===== src/rtl/led_pattern_gen.sv =====
// LED pattern generator: eight animated patterns stepped by a speed-scaled divider,
// with pause, invert, glitch-free mode switching and tick/wrap status pulses.
module led_pattern_gen #(
    parameter int unsigned N_LEDS   = 10,
    parameter int unsigned DOT_W    = 2,
    parameter int unsigned DIV_BASE = 100000,
    parameter int unsigned SPEED_W  = 4
) (
    input  logic               clkin,
    input  logic               rst,
    input  logic [2:0]         mode,
    input  logic [SPEED_W-1:0] speed,
    input  logic               pause,
    input  logic               invert,
    output logic [N_LEDS-1:0]  led_out,
    output logic               tick,
    output logic               wrap
);

    localparam int unsigned PW = $clog2(N_LEDS + 1);
    localparam logic [PW-1:0] M_P = PW'(N_LEDS - DOT_W);
    localparam logic [PW-1:0] N_P = PW'(N_LEDS);
    localparam logic [15:0] SEED = 16'hACE1;
    localparam logic [15:0] TAPS = 16'hB400;
    localparam logic [N_LEDS-1:0] DOT  = N_LEDS'((1 << DOT_W) - 1);
    localparam logic [N_LEDS-1:0] EVEN = N_LEDS'(32'h5555_5555);

    typedef enum logic [2:0] {
        ModeScan, ModeDual, ModeFill, ModeBlink, ModeAlt, ModeChase, ModeCount, ModeRandom
    } mode_e;

    mode_e             active_mode, active_mode_d;
    logic [31:0]       div, div_d, limit;
    logic [PW-1:0]     pos, pos_d, level, level_d;
    logic              dir, dir_d, phase, phase_d;
    logic [N_LEDS-1:0] cnt, cnt_d, led_d;
    logic [15:0]       lfsr, lfsr_d;
    logic              tick_d, wrap_d, step, switch_mode;

    // Returns {dir, value}; each endpoint is visited for exactly one step.
    function automatic logic [PW:0] bounce(input logic [PW-1:0] v, input logic d,
                                           input logic [PW-1:0] top);
        if (!d) return (v == top) ? {1'b1, top - 1'b1} : {1'b0, v + 1'b1};
        else    return (v == '0)  ? {1'b0, PW'(1)}      : {1'b1, v - 1'b1};
    endfunction

    function automatic logic [N_LEDS-1:0] pattern(input mode_e m, input logic [PW-1:0] p,
                                                  input logic [PW-1:0] l, input logic ph,
                                                  input logic [N_LEDS-1:0] c,
                                                  input logic [15:0] r);
        case (m)
            ModeScan:             return DOT << p;
            ModeDual:             return (DOT << p) | (DOT << (M_P - p));
            ModeFill, ModeChase:  return ~({N_LEDS{1'b1}} << l);
            ModeBlink:            return {N_LEDS{ph}};
            ModeAlt:              return ph ? ~EVEN : EVEN;
            ModeCount:            return c;
            default:              return r[N_LEDS-1:0];
        endcase
    endfunction

    always_comb begin
        limit         = 32'(DIV_BASE) * (32'(speed) + 32'd1);
        step          = !pause && (div >= limit - 32'd1);
        switch_mode   = mode_e'(mode) != active_mode;
        active_mode_d = active_mode;
        div_d         = div;
        pos_d         = pos;
        dir_d         = dir;
        level_d       = level;
        phase_d       = phase;
        cnt_d         = cnt;
        lfsr_d        = lfsr;
        tick_d        = 1'b0;
        wrap_d        = 1'b0;
        if (switch_mode) begin
            // Switch wins over a coincident step and is honoured while paused.
            active_mode_d = mode_e'(mode);
            div_d         = '0;
            pos_d         = '0;
            dir_d         = 1'b0;
            level_d       = '0;
            phase_d       = 1'b0;
            cnt_d         = '0;
            lfsr_d        = SEED;
        end else if (step) begin
            div_d  = '0;
            tick_d = 1'b1;
            case (active_mode)
                ModeScan, ModeDual: begin
                    {dir_d, pos_d} = bounce(pos, dir, M_P);
                    wrap_d = (pos_d == '0);
                end
                ModeFill: begin
                    {dir_d, level_d} = bounce(level, dir, N_P);
                    wrap_d = (level_d == '0);
                end
                ModeBlink, ModeAlt: begin
                    phase_d = ~phase;
                    wrap_d  = phase;
                end
                ModeChase: begin
                    level_d = (level == N_P) ? '0 : level + 1'b1;
                    wrap_d  = (level == N_P);
                end
                ModeCount: begin
                    cnt_d  = cnt + 1'b1;
                    wrap_d = &cnt;
                end
                default: begin
                    lfsr_d = {1'b0, lfsr[15:1]} ^ (lfsr[0] ? TAPS : 16'h0000);
                    wrap_d = (lfsr_d == SEED);
                end
            endcase
        end else if (!pause) begin
            div_d = div + 32'd1;
        end
        led_d = pattern(active_mode_d, pos_d, level_d, phase_d, cnt_d, lfsr_d)
                ^ {N_LEDS{invert}};
    end

    always_ff @(posedge clkin) begin
        if (rst) begin
            active_mode <= mode_e'(mode);
            div         <= '0;
            pos         <= '0;
            dir         <= 1'b0;
            level       <= '0;
            phase       <= 1'b0;
            cnt         <= '0;
            lfsr        <= SEED;
            led_out     <= '0;
            tick        <= 1'b0;
            wrap        <= 1'b0;
        end else begin
            active_mode <= active_mode_d;
            div         <= div_d;
            pos         <= pos_d;
            dir         <= dir_d;
            level       <= level_d;
            phase       <= phase_d;
            cnt         <= cnt_d;
            lfsr        <= lfsr_d;
            led_out     <= led_d;
            tick        <= tick_d;
            wrap        <= wrap_d;
        end
    end

endmodule

===== config.mk =====
export PLATFORM = sky130hd
export DESIGN_NAME = led_pattern_gen
export DESIGN_NICKNAME = d
export VERILOG_FILES = /design/src/rtl/led_pattern_gen.sv
export SDC_FILE = /design/constraint.sdc
export NUM_CORES = 1
export LEC_CHECK = 0
export ABC_CLOCK_PERIOD_IN_PS = 7950
export BUFFER_PORTS_ARGS = -buffer_cell sky130_fd_sc_hd__buf_2
export CAP_MARGIN = 10
export CORE_UTILIZATION = 30
export DETAILED_ROUTE_END_ITERATION = 16
export REMOVE_ABC_BUFFERS = 1
export SYNTH_ARGS = -nofsm -noshare
export SYNTH_HDL_FRONTEND = slang
export SYNTH_SLANG_ARGS = --single-unit

===== constraint.sdc =====
create_clock -name clkin -period 7.95 [get_ports clkin]
set_input_delay 0.3975 -clock clkin [delete_from_list [all_inputs] [get_ports clkin]]
set_output_delay 0.3975 -clock clkin [all_outputs]
set_load 0.05 [all_outputs]

==> results by group <==
Logic synthesis
  – Top_reg_cell synth: dfxtp_1
  – Share of the synthesized area in the top cell type: 24.90%
  – YS warnings: 0
  – Synth top area cells: dfxtp_1 25%, ha_1 13%, nor2_1 5.8%, xor2_1 4.9%, xnor2_1 4.6%
  – Mapped cell area: 0.006673 mm²
  – Register area share after synthesis: 24.90%
  – Distinct cells, synth: 88
  – Async set-or-reset flop fraction in the synthesized netlist: 0%
  – Post-Syn Instances: 819
  – Syn_area_per_cell: 8.147 µm²
  – Post-synth EDFFs: 0
  – Flops & latches, synth: 83
  – Area leader, netlist: dfxtp_1

Place
  – I/O Buffers: 22
  – Placed cells: 1,093
  – Routability cong.: 0.8748
  – Placed cell area: 0.007005 mm²
  – Detailed Place HPWL: 12,310 µm
  – Place WS: -0.08463 ns

Power
  – Pwr dens: 149.4 mW/mm²
  – Final Power: 1098 µW
  – VDD IR-drop max: 0.09477 mV
  – Static Leakage: 0.002870 µW

Timing
  – Fmax: 133.5 MHz
  – Final Setup Violations: 0
  – Skew final: 0.009778 ns
  – Slew headroom: 28.42%
  – Pins Over Slew Limit: 0
  – Hold Slack: 0.2952 ns
  – Setup WS post-layout: 0.4572 ns
  – Period utilisation layout: 94.25%
  – Final hold violations: 0
  – Minimum clock period after layout: 7.493 ns
  – Worst Tran Pin Value: 1.065 ns

Floorplan
  – Core ar.: 0.02182 mm²
  – Top Ports: 23
  – Die footprint: 0.02284 mm²
  – Die width: 151.1 µm
  – Initial Utilization: 30.58%
  – Cell row count: 54
  – Die height: 151.1 µm

Finish
  – Post-route insts no fill: 1,112
  – Commonest cells after routing, fill and taps aside: 103 x nor2_1, 83 x dfxtp_1, 69 x ha_1, 68 x nand2_1, 41 x o21ai_0
  – Commonest non-fill, non-tap cell in the layout: nor2_1
  – Antenna fix cells: 0
  – Fin area: 0.007355 mm²
  – Area grow syn2layout: 10.22%
  – Post-layout nets: 908
  – Share of post-route cells with drive strength above 1: 11.18%

Clock network
  – Clock sinks: 83
  – Clock tree buffer depth: 2
  – Num CTS Buffers: 9
  – CTS Root Cell: clkbuf_16
  – CTS clock-pin slew for the worst setup and hold paths: 0.07 ns
  – CTS tree: built
  – Worst-Skew Late Latency: 0.36 ns
  – H-tree levels: 3

Global routing
  – First-pass GRT wire length: 27,570 µm
  – Vias in the first global route: 5,562
  – Gr ovfl total: 0
  – Largest net degree at the start of global routing: 33
  – Initial antenna violation count: 0
  – All-Layer GR Usage: 15.18%

Drt
  – DRC Markers: 0
  – Vias per cell: 5.233
  – Total number of vias: 5,819
  – TritonRoute pass-1 iters: 5
  – Antenna Violating Nets Remaining: 0
  – DRT iter0 DRCs: 372
  – Routed len/inst: 14.72 µm
  – WL final: 16,370 µm

Setup path
  – Crit path required time: 8.18 ns
  – Crit-path slowest cell: a2111o_1
  – Bufs and invs on worst path: 3
  – Most used cell, CP: ha_1
  – CP max FO: 10
  – Crit path DAT: 7.73 ns
  – CP max stage delay: 0.46 ns
  – Setup crit end kind: flip-flop
  – Startpoint class of the critical path: input port
  – Top Family by Delay on Critical Path: compound AO/OA/AOI/OAI gates
  – Kind of critical path: in2reg

Outcome
  – Status: finished clean

Min path
  – Hold Crit Class: in2reg

Flow run
  – Max cap viols: 0
-- final cells by class --
| class | instances | area [µm²] |
|---|---|---|
| well taps | 280 | 350.3 |
| flip-flops and latches | 83 | 1662 |
| inverters | 33 | 123.9 |
| multi-input cells | 662 | 4682 |
| clock inverters | 7 | 81.33 |
| repair buffers | 38 | 230.2 |
| clock buffers | 9 | 225.2 |
| fillers | 2315 | 14470 |
-- where the power goes --
part / total [µW] / internal (µW) / switching (µW)
sequential: 425 / 420 / 4.42
clock: 430 / 224 / 206
combinational: 244 / 95.2 / 149
total: 1100 / 739 / 359
-- path summary, 6_finish.rpt --
check | startpoint | to | slack [ns] | depth (start not counted)
worst max-delay path | speed[1] | led_out[8]$_SDFF_PP0_ | 0.46 | 35
worst min-delay path | mode[2] | active_mode[2]$_DFF_P_ | 0.30 | 1
worst max register to register | div[29]$_SDFFE_PP0N_ | led_out[8]$_SDFF_PP0_ | 3.98 | 16
worst min register to register | lfsr[14]$_SDFFE_PP0P_ | lfsr[14]$_SDFFE_PP0P_ | 0.49 | 2
-- registers in the layout, indices dropped and copies added, names as in the netlist --
signal,count
pos,4
cnt,10
active_mode,3
tick,1
level,4
dir,1
wrap,1
div,32
lfsr,16
phase,1
led_out,10
-- synth_stat cells, types with 3 or more instances --
cell / number
nor2_1: 103
dfxtp_1: 83
ha_1: 69
nand2_1: 68
o21ai_0: 41
xor2_1: 37
a21oi_1: 36
xnor2_1: 35
inv_1: 30
clkbuf_1: 28
mux2i_1: 26
nand3_1: 25
and3_1: 20
nor3_1: 18
nand4_1: 16
and2_1: 9
a211oi_1: 8
nand2b_1: 8
o211ai_1: 8
a31oi_1: 7
or3_1: 7
a21o_1: 6
nor2b_1: 6
nor4_1: 6
a22oi_1: 5
a311oi_1: 5
a2111oi_0: 4
clkbuf_8: 4
nand3b_1: 4
o21a_1: 4
o21bai_1: 4
o32ai_1: 4
a311o_1: 3
buf_1: 3
buf_6: 3
inv_2: 3
nand3_2: 3
nand4b_1: 3
nor3b_1: 3
o22ai_1: 3
o31a_1: 3
-- metal layers --
| layer | vias up | global-route usage (%) | wire, µm |
|---|---|---|---|
| li1 | 2976 | - | - |
| met4 | 0 | 6.500 | 508 |
| met2 | 119 | 24.52 | 7378 |
| met5 | - | 0 | 0 |
| met3 | 32 | 2.108 | 601 |
| met1 | 2692 | 20.10 | 7883 |
-- repair_timing --
action                     4_1_cts  5_1_grt
resized for setup                0        4
setup buffers                    0        3
setup endpoints to repair        0        8
hold buffers                     0        0
-- through the flow --
| stage | TNS, ns | utilization [%] |
|---|---|---|
| finish | 0 | 33.70 |
| global placement | 0 | 32.10 |
| global route | -0.009420 | 33.70 |
| CTS | 0 | 33.51 |
| detailed placement | -0.08463 | 32.10 |
| floorplan | 0 | - |
-- worst register-to-register path, cell delays in order (launching register included) --
cell and delay [ns]:
dfxtp_1 0.36, ha_1 0.33, nand4_2 0.16, nor4_4 0.35, a22oi_2 0.19, a2111o_1 0.46
buf_4 0.16, nand3_1 0.08, nand3_2 0.19, ha_1 0.32, ha_1 0.30, nand3_1 0.09
a211oi_1 0.29, nand4_1 0.13, and4_4 0.19, a31oi_2 0.14, o311ai_2 0.12
-- cells by family (layout without fill, tap and decap cells) --
logic type / count (synthesis) / in the layout / share of synthesized area (%)
buffers and inverters: 74 / 87 / 5.231
xor gates and xnor gates: 72 / 72 / 9.451
muxes: 26 / 26 / 3.900
AOI/OAI and AO/OA: 176 / 176 / 19.33
DFF: 83 / 83 / 24.90
adders and majority gates: 70 / 70 / 13.24
and+or+nand+nor: 318 / 318 / 23.95
Note: power is estimated with default switching activity, not from simulation.
